$ cat src/rtl/mem_access_stage_pkg.sv
`default_nettype none
// ============================================================================
// Module  : mem_access_stage_pkg
// Brief   : Shared encodings and defaults for the memory-access stage
// Revision: 1.0 - initial release
// ============================================================================
package mem_access_stage_pkg;

    localparam int DATA_WIDTH_DEF     = 32;
    localparam int REG_ADDR_WIDTH_DEF = 5;
    localparam int TIMEOUT_CYCLES_DEF = 15;

    // Architectural zero register (XZR): writes to it are discarded
    localparam logic [4:0] REG_ZERO = 5'd31;

    typedef enum logic [1:0] {
        ST_IDLE = 2'b00,
        ST_REQ  = 2'b01
    } state_t;

    // An op needs the cache only when exactly one of read/write is set
    function automatic logic needs_cache(input logic rd, input logic wr);
        return rd ^ wr;
    endfunction

endpackage
`default_nettype wire

$ cat src/rtl/mem_access_stage_req_timeout_counter.sv
`default_nettype none
// ============================================================================
// Module  : req_timeout_counter
// Brief   : Counts stalled request cycles; flags the cycle that hits the limit
// Revision: 1.0 - initial release
// ============================================================================
module req_timeout_counter #(
    parameter int WIDTH = 4
) (
    input  logic             clock,
    input  logic             reset_n,
    input  logic             clear,
    input  logic             enable,
    input  logic [WIDTH-1:0] limit,
    output logic             expired
);

    logic [WIDTH-1:0] count_q;
    logic [WIDTH-1:0] count_d;

    // Clear has priority; otherwise count every enabled cycle
    always_comb begin
        count_d = count_q;
        if (clear) begin
            count_d = '0;
        end else if (enable) begin
            count_d = count_q + WIDTH'(1);
        end
    end

    // Counter register
    always_ff @(posedge clock or negedge reset_n) begin
        if (!reset_n) begin
            count_q <= '0;
        end else begin
            count_q <= count_d;
        end
    end

    // Expired during the cycle whose count would reach the limit
    assign expired = enable && !clear && (count_q == (limit - WIDTH'(1)));

endmodule
`default_nettype wire

$ cat src/rtl/mem_access_stage.sv
`default_nettype none
// ============================================================================
// Module  : mem_access_stage
// Brief   : Captures ALU results, runs req/ack cache transactions for LD/STR,
//           and emits a single writeback beat per retired op
// Revision: 1.0 - initial release
// ============================================================================
module mem_access_stage
    import mem_access_stage_pkg::*;
#(
    parameter int DATA_WIDTH     = DATA_WIDTH_DEF,
    parameter int REG_ADDR_WIDTH = REG_ADDR_WIDTH_DEF,
    parameter int TIMEOUT_CYCLES = TIMEOUT_CYCLES_DEF
) (
    input  logic                      clock,
    input  logic                      reset_n,
    input  logic                      in_valid,
    output logic                      in_ready,
    input  logic [DATA_WIDTH-1:0]     alu_result,
    input  logic [DATA_WIDTH-1:0]     store_data,
    input  logic                      mem_read,
    input  logic                      mem_write,
    input  logic                      mem_to_reg,
    input  logic                      reg_write,
    input  logic [REG_ADDR_WIDTH-1:0] write_register,
    output logic                      mem_req,
    output logic                      mem_we,
    output logic [DATA_WIDTH-1:0]     mem_addr,
    output logic [DATA_WIDTH-1:0]     mem_wdata,
    input  logic                      mem_ack,
    input  logic [DATA_WIDTH-1:0]     mem_rdata,
    output logic                      wb_valid,
    output logic                      wb_we,
    output logic [REG_ADDR_WIDTH-1:0] wb_register,
    output logic [DATA_WIDTH-1:0]     wb_data,
    output logic                      err_timeout,
    output logic                      err_illegal
);

    localparam int                          CNT_W     = $clog2(TIMEOUT_CYCLES + 1);
    localparam logic [CNT_W-1:0]            CNT_LIMIT = CNT_W'(TIMEOUT_CYCLES);
    localparam logic [REG_ADDR_WIDTH-1:0]   ZERO_IDX  = REG_ADDR_WIDTH'(REG_ZERO);

    state_t                       state_q, state_d;
    logic [DATA_WIDTH-1:0]        addr_q, addr_d;
    logic [DATA_WIDTH-1:0]        wdata_q, wdata_d;
    logic                         we_q, we_d;
    logic                         load_to_reg_q, load_to_reg_d;
    logic                         reg_write_q, reg_write_d;
    logic [REG_ADDR_WIDTH-1:0]    dest_q, dest_d;
    logic                         wb_valid_q, wb_valid_d;
    logic                         wb_we_q, wb_we_d;
    logic [REG_ADDR_WIDTH-1:0]    wb_reg_q, wb_reg_d;
    logic [DATA_WIDTH-1:0]        wb_data_q, wb_data_d;
    logic                         err_timeout_q, err_timeout_d;
    logic                         err_illegal_q, err_illegal_d;
    logic                         cnt_clear;
    logic                         cnt_enable;
    logic                         cnt_expired;

    assign cnt_enable = (state_q == ST_REQ) && !mem_ack;

    req_timeout_counter #(
        .WIDTH (CNT_W)
    ) u_req_timeout_counter (
        .clock   (clock),
        .reset_n (reset_n),
        .clear   (cnt_clear),
        .enable  (cnt_enable),
        .limit   (CNT_LIMIT),
        .expired (cnt_expired)
    );

    // Next-state, capture and writeback selection
    always_comb begin
        state_d       = state_q;
        addr_d        = addr_q;
        wdata_d       = wdata_q;
        we_d          = we_q;
        load_to_reg_d = load_to_reg_q;
        reg_write_d   = reg_write_q;
        dest_d        = dest_q;
        wb_valid_d    = 1'b0;
        wb_we_d       = 1'b0;
        wb_reg_d      = wb_reg_q;
        wb_data_d     = wb_data_q;
        err_timeout_d = err_timeout_q;
        err_illegal_d = err_illegal_q;
        cnt_clear     = 1'b0;

        case (state_q)
            ST_IDLE: begin
                if (in_valid) begin
                    if (mem_read && mem_write) begin
                        // Conflicting op: retire without touching the cache
                        wb_valid_d    = 1'b1;
                        wb_reg_d      = write_register;
                        wb_data_d     = alu_result;
                        err_illegal_d = 1'b1;
                    end else if (needs_cache(mem_read, mem_write)) begin
                        state_d       = ST_REQ;
                        addr_d        = alu_result;
                        wdata_d       = store_data;
                        we_d          = mem_write;
                        load_to_reg_d = mem_read && mem_to_reg;
                        reg_write_d   = reg_write;
                        dest_d        = write_register;
                        cnt_clear     = 1'b1;
                    end else begin
                        wb_valid_d = 1'b1;
                        wb_we_d    = reg_write && (write_register != ZERO_IDX);
                        wb_reg_d   = write_register;
                        wb_data_d  = alu_result;
                    end
                end
            end
            ST_REQ: begin
                // Ack beats the timeout when both land in the same cycle
                if (mem_ack) begin
                    state_d    = ST_IDLE;
                    wb_valid_d = 1'b1;
                    wb_we_d    = reg_write_q && (dest_q != ZERO_IDX);
                    wb_reg_d   = dest_q;
                    wb_data_d  = load_to_reg_q ? mem_rdata : addr_q;
                end else if (cnt_expired) begin
                    state_d       = ST_IDLE;
                    wb_valid_d    = 1'b1;
                    wb_reg_d      = dest_q;
                    wb_data_d     = addr_q;
                    err_timeout_d = 1'b1;
                end
            end
            default: begin
                state_d = ST_IDLE;
            end
        endcase
    end

    // State, capture and writeback registers
    always_ff @(posedge clock or negedge reset_n) begin
        if (!reset_n) begin
            state_q       <= ST_IDLE;
            addr_q        <= '0;
            wdata_q       <= '0;
            we_q          <= 1'b0;
            load_to_reg_q <= 1'b0;
            reg_write_q   <= 1'b0;
            dest_q        <= '0;
            wb_valid_q    <= 1'b0;
            wb_we_q       <= 1'b0;
            wb_reg_q      <= '0;
            wb_data_q     <= '0;
            err_timeout_q <= 1'b0;
            err_illegal_q <= 1'b0;
        end else begin
            state_q       <= state_d;
            addr_q        <= addr_d;
            wdata_q       <= wdata_d;
            we_q          <= we_d;
            load_to_reg_q <= load_to_reg_d;
            reg_write_q   <= reg_write_d;
            dest_q        <= dest_d;
            wb_valid_q    <= wb_valid_d;
            wb_we_q       <= wb_we_d;
            wb_reg_q      <= wb_reg_d;
            wb_data_q     <= wb_data_d;
            err_timeout_q <= err_timeout_d;
            err_illegal_q <= err_illegal_d;
        end
    end

    assign in_ready    = (state_q == ST_IDLE);
    assign mem_req     = (state_q == ST_REQ);
    assign mem_we      = we_q;
    assign mem_addr    = addr_q;
    assign mem_wdata   = wdata_q;
    assign wb_valid    = wb_valid_q;
    assign wb_we       = wb_we_q;
    assign wb_register = wb_reg_q;
    assign wb_data     = wb_data_q;
    assign err_timeout = err_timeout_q;
    assign err_illegal = err_illegal_q;

endmodule
`default_nettype wire

$ cat config.mk
export PLATFORM = sky130hd
export DESIGN_NAME = mem_access_stage
export DESIGN_NICKNAME = d
export VERILOG_FILES = /design/src/rtl/mem_access_stage_pkg.sv /design/src/rtl/mem_access_stage_req_timeout_counter.sv /design/src/rtl/mem_access_stage.sv
export SDC_FILE = /design/constraint.sdc
export NUM_CORES = 1
export LEC_CHECK = 0
export ABC_AREA = 0
export CAP_MARGIN = 20
export CORE_ASPECT_RATIO = 1.75
export CORE_MARGIN = 2
export CORE_UTILIZATION = 44
export CTS_CLUSTER_DIAMETER = 30
export DETAILED_ROUTE_END_ITERATION = 8
export PLACE_DENSITY = 0.91
export SYNTH_ARGS = -nofsm -noshare
export SYNTH_HDL_FRONTEND = slang
export SYNTH_SLANG_ARGS = --single-unit
export TNS_END_PERCENT = 10
$ cat constraint.sdc
create_clock -name clock -period 2.2 [get_ports clock]
set_input_delay 0.66 -clock clock [delete_from_list [all_inputs] [get_ports clock]]
set_output_delay 0.66 -clock clock [all_outputs]
set_load 0.02 [all_outputs]
==> metrics, run 1 <==
outcome finished clean; clk_lat worst skew between 0.4 and 0.5 ns; PD cells 1160 nW/µm²; Critical Path RT 1.54 ns; Area Overhead vs Synth 55.0%; post-CTS setup buffer count 0; Max clock buf depth 2; Clock power frac 0.269; share of cells above drive strength 1 0.220; worst slew pin tran approximately 0.63 ns; FP Rows 53; Antenna Violating Nets Remaining 0; synth top area cells dfrtp_1 (55%), mux2_2 (20%), nand2_1 (5.9%), a31oi_1 (4.4%), o22ai_1 (4.3%); maximum clock frequency about 460 MHz; clk slew on worst S/H paths 0.06 ns; Via density 5.35; crit path cell chain clkdlybuf4s50_1; Final Wtd Congestion between 0.8 and 0.9; critical path's slowest cell clkdlybuf4s50_1; initial antenna violation count 0; Bufs and invs on worst path 1; largest net degree at the start of global routing approximately 120; half-perimeter wire length after placement ~11000 µm; H-tree Lvls 4; first-pass GRT wire length between 20000 and 25000 µm; max-slew violation count 0; GRT Residual Overflow 0; met1 Use GR 0.251; Routed WL ~15000 µm; routed len/inst 18.0 µm; die height 150 µm; die footprint about 13000 µm²; Psw around 3.3 mW; synthesized net count between 500 and 600; I/O pins between 200 and 250; Rel. slew slack 0.578; fin cells 850; RSZ-0062 raised after global routing false; CTS tree yes; Critical Path Fanout Max 4; Seq cells post-synth around 120; Final nets 784; CP delay by family, top buffers and inverters; FF+latch area 2950 µm²; core area about 12000 µm²; GRT Total Usage 0.235; area of the multi-input gates about 2200 µm²; internal power 6.43 mW; TritonRoute pass-1 iters 5; Synth area leader dfrtp_1; clock sink count about 120; Avg Synthesized Cell Area between 10 and 15 µm²; fin crit share 0.978; Remaining DRCs 0; Lkg Pwr about 3.4 nW; Post-Place Cells 818; worst vdd ir about 0.71 mV; starting density of the core 0.449; Root Buffer clkbuf_16; Sequential Power Share 0.345; # hold bufs at CTS 0; register area share after synthesis 0.548; DR iter-0 viols between 200 and 300; Final Setup Violations 0; Combinational Power Share 0.386; GR Layer Usage met3 0.0576; total of max-cap violations 0; Sw Ratio 0.338; Fin. Hold Viols 0; Inserted Diodes 0; YS warnings 0; Hold WS around 0.34 ns; Netlist Area Pre-Place 5390 µm²; Worst Path Arrival 1.49 ns; CTS Buf Count 17; die width between 80 and 90 µm; CP peak stage delay 0.66 ns; Tmin final 2.15 ns; Post-Synthesis Cells around 450; Sum Neg Setup Slack 0 ns; CP Capture Type primary output; post-synth top area share 0.548; GR peak layer met2; FILL cells ~820; vias in the first global route around 4900; PortBufs 216; min-delay worst type input port to async pin; met2 usage 0.422; vias ~4500; CP Class flip-flop to primary output; Setup crit start kind flip-flop; Unique masters post-synth 27; Final Skew roughly 0.0071 ns
[metrics by stage]
step | setup WS (ns) | utilization | total power, mW | instance area, µm²
finish | 0.0474 | 0.696 | 9.72 | 8350
detailed placement | -0.291 | 0.648 | 7.15 | 7780
CTS | 0.0272 | 0.696 | 9.80 | 8350
global placement | -0.229 | 0.648 | 6.99 | 7780
floorplan | 0.202 | - | 5.21 | 5390
global route | 0.0187 | 0.696 | 10.2 | 8350
[state kept, by name, indices dropped and copies added, names as in the netlist]
register                       cells
dest_q                             5
mem_wdata                         32
state_q                            1
reg_write_q                        1
load_to_reg_q                      1
wb_we                              1
err_illegal                        1
mem_addr                          32
wb_valid                           1
err_timeout                        1
wb_register                        5
wb_data                           32
u_req_timeout_counter.count_q      4
mem_we                             1
[cell type report]
cell class	instances	share of cell area
repair buffers	232	0.286
well taps	165	0.0247
clock buffers	18	0.0526
flip-flops and latches	118	0.354
inverters	4	0.00180
multi-input cells	299	0.266
clock inverters	14	0.0151
[synthesized netlist by cell type]
library cell / count
a41o_1: 1
nor3b_2: 1
o22ai_1: 37
nand2b_1: 3
a21oi_1: 2
buf_2: 12
nand3_1: 4
dfrtp_1: 118
and2_1: 1
o21ai_2: 2
o21a_1: 1
buf_6: 1
o21ai_0: 6
and3_1: 3
nor2_1: 3
o21bai_1: 1
xnor2_1: 3
a31o_2: 1
ha_1: 3
a31oi_1: 38
inv_1: 4
nand2_1: 85
mux2_2: 97
nand4b_1: 1
clkbuf_1: 11
buf_8: 7
mux2_1: 6
[power by group through the flow]
stage	sequential (mW)	clock (mW)	combinational (mW)
4_1_cts	3.35	2.66	3.79
3_3_place_gp	3.32	0	3.67
6_report	3.35	2.61	3.75
5_1_grt	3.44	2.77	3.98
2_1_floorplan	4.08	0	1.14
3_5_place_dp	3.38	0	3.77
[repair_timing]
action                                 CTS  global route
setup endpoints to repair                1             0
resized for setup                        1             0
endpoints found under the hold margin    0             0
[cells in the final DEF, fill, tap and decap left out, drive strengths merged, types with 4 or more instances in the layout]
cell type | netlist | layout
o22ai | 37 | 37
clkinv | 0 | 5
clkinvlp | 0 | 5
dfrtp | 118 | 118
inv | 4 | 7
o21ai | 8 | 8
clkbuf | 11 | 18
nand3 | 4 | 4
buf | 20 | 17
a31oi | 38 | 38
clkdlybuf4s50 | 0 | 214
nand2 | 85 | 85
mux2 | 103 | 103
[path summary, 6_finish.rpt]
kind | startpoint | end | slack, ns | cells after the start
max | state_q[0] | mem_req | 0.05 | 1
min | reset_n | wb_data[8] | 0.34 | 2
max reg2reg | state_q[0] | mem_addr[12] | 0.39 | 5
min reg2reg | err_timeout | err_timeout | 0.47 | 1
max in group asynchronous | reset_n | u_req_timeout_counter.count_q[3] | 1.38 | 2
min in group clock | err_timeout | err_timeout | 0.47 | 1
[kinds of logic after synthesis]
logic type	count (synthesis)	synth area share
DFF	118	0.548
xor gates and xnor gates	3	0.00488
muxes	103	0.215
adders and majority gates	3	0.00697
and+or+nand+nor	101	0.0771
buffers and inverters	35	0.0432
AOI/OAI and AO/OA	89	0.104
[layer usage]
metal  wire length (µm)  vias up
met5                  0        -
met4                561        0
met3                843       48
met2               8380      223
met1               5470     2202
li1                   -     2074
Note: power is estimated with default switching activity, not from simulation.
==> run 2, diff against run 1 <==
- clock period: 2.2 -> 2.14 ns (I/O delays scaled with it)
==> run 2 against run 1 <==
- global-route usage is 0.60 points higher
- first-iteration DRC count shrank 28%
- critical path depth unchanged
- design area grew 1.5%
- sequential power is 3% higher
- die area stayed put
- worst setup slack gained 0.0032 ns
- final cell count up 0.12%
- combinational power rose by 4%
- power increased by 7.4%
- highest routed layer unchanged
==> metrics, run 2 (synthesized netlist as in run 1, its figures left out) <==
worst slew pin tran 0.440 ns (was 0.634 ns); DR iter-0 viols 181 (was 250); R2R Setup Slk 0.34 ns (was 0.39 ns); CP delay by family, top buffers and inverters (unchanged); I/O pins 217 (unchanged); Final Instance Area 8470 µm² (was 8350 µm²); Tmin final 2.09 ns; TritonRoute pass-1 iters 4 (was 5); vias 4601 (was 4547); Critical Path RT 1.50 ns (was 1.54 ns); GRT Residual Overflow 0 (unchanged); Critical Path Fanout Max 3 (was 4); Rel. slew slack 0.707 (was 0.578); PortBufs 216 (unchanged); die width 87.6 µm (unchanged); Via density 5.41 (was 5.35); total of max-cap violations 0 (unchanged); CP Class flip-flop to primary output (unchanged); outcome finished clean (unchanged); Antenna Violating Nets Remaining 0 (unchanged); Area after DPL 7810 µm² (was 7780 µm²); Max clock buf depth 2 (unchanged); first-pass GRT wire length 24400 µm (was 23700 µm); Sum Neg Setup Slack 0 ns (unchanged); Reg-to-Reg Start state_q[0] (unchanged); Final Skew 0.0122 ns (was 0.00711 ns); # hold bufs at CTS 0 (unchanged); clk_lat worst skew 0.40 ns (was 0.41 ns); PD cells 1230 nW/µm² (was 1160 nW/µm²); r2r worst-path depth 5 (unchanged); GRT Total Usage 0.241 (was 0.235); min-delay worst type input port to async pin (unchanged); Sw Ratio 0.316 (was 0.338); crit path cell chain clkdlybuf4s50_1 (unchanged); starting density of the core 0.449 (unchanged); fin cells 851 (was 850); critical path's slowest cell clkdlybuf4s50_1 (unchanged); Setup crit start kind flip-flop (unchanged); die footprint 13200 µm² (unchanged); Inserted Diodes 0 (unchanged); max-slew violation count 0 (unchanged); maximum clock frequency between 400 and 500 MHz; RSZ-0062 raised after global routing false (unchanged); die height 150 µm (unchanged); Clock power frac 0.297 (was 0.269); internal power 7.14 mW (was 6.43 mW); Final Wtd Congestion 0.812 (was 0.816); Worst Path Arrival 1.45 ns (was 1.49 ns); Final Setup Violations 0 (unchanged); CTS Buf Count 17 (unchanged); largest net degree at the start of global routing 60 (was 119); Psw 3.30 mW (was 3.29 mW); H-tree Lvls 4 (unchanged); Combinational Power Share 0.372 (was 0.386); fin util 0.706 (was 0.696); clock sink count 118 (unchanged); Sequential Power Share 0.331 (was 0.345); WP depth 1 (unchanged); Bufs and invs on worst path 1 (unchanged); post-route setup slack 0.0505 ns (was 0.0474 ns); Post-Place Cells 820 (was 818); CP Capture Type primary output (unchanged); Final nets 786 (was 784); Area Overhead vs Synth 57.3% (was 55.0%); initial antenna violation count 0 (unchanged); fin crit share 0.976; routed len/inst 18.4 µm (was 18.0 µm); Lkg Pwr 3.51 nW (was 3.43 nW); Placement Setup Slack -0.352 ns (was -0.291 ns); Fin. Hold Viols 0 (unchanged); CP peak stage delay 0.67 ns (was 0.66 ns); Remaining DRCs 0 (unchanged); share of cells above drive strength 1 0.220 (about the same); core area 12000 µm² (unchanged); clk slew on worst S/H paths 0.05 ns (was 0.06 ns); Root Buffer clkbuf_16 (unchanged); most common cell after layout, fill and taps aside clkdlybuf4s50_1 (unchanged); vias in the first global route 5178 (was 4892); Routed WL 15600 µm (was 15300 µm); worst vdd ir 0.759 mV (was 0.710 mV); most frequent cells in the layout clkdlybuf4s50_1 (213), dfrtp_1 (118), mux2_2 (97) (was clkdlybuf4s50_1 (214), dfrtp_1 (118), mux2_2 (97)); Final Power 10.4 mW (was 9.72 mW); R2R Path End mem_addr[25] (was mem_addr[12]); FP Rows 53 (unchanged); Hold WS 0.250 ns (was 0.335 ns); half-perimeter wire length after placement 10900 µm (was 10700 µm); CTS tree yes (unchanged)
-- run 2: power by group through the flow --
| stage | logic [mW] | registers (mW) | clock network [mW] |
|---|---|---|---|
| CTS | 3.91 | 3.46 | 3.15 |
| global route | 4.12 | 3.54 | 3.26 |
| detailed placement | 3.89 | 3.48 | 0 |
| finish | 3.89 | 3.45 | 3.09 |
| floorplan | 1.17 | 4.19 | 0 |
| global placement | 3.78 | 3.41 | 0 |
-- run 2: timing repair --
action / 4_1_cts / 5_1_grt
gates resized for setup: 1 / 3
setup buffers: 0 / 0
endpoints found under the setup margin: 1 / 31
hold endpoints to repair: 0 / 0
-- run 2: routing by layer --
metal / track usage / vias up / wire, µm
met5: 0 / - / 0
met3: 0.0658 / 47 / 906
li1: - / 2077 / -
met1: 0.252 / 2263 / 5450
met2: 0.426 / 214 / 8640
met4: 0.135 / 0 / 644
-- run 2: cell type report --
type	count	area [µm²]
inverters	4	15.0
clock buffers	22	474
flip-flops and latches	118	2950
multi-input cells	299	2220
repair buffers	234	2430
fillers	832	3530
well taps	165	206
clock inverters	9	173
-- run 2: worst max path at each step --
stage | from | endpoint
floorplan | mem_read | dest_q[4]
global placement | mem_read | mem_wdata[16]
detailed placement | mem_read | mem_addr[25]
CTS | state_q[0] | mem_req
global route | mem_read | dest_q[3]
finish | wb_register[1] | wb_register[1]
-- run 2: worst register-to-register path, delay by kind of cell (launching register included) --
family / cells / cell delay [ns]
AND/OR/NAND/NOR: 2 / 0.43
buffers and inverters: 2 / 0.44
multiplexers: 1 / 0.38
flip-flops: 1 / 0.43
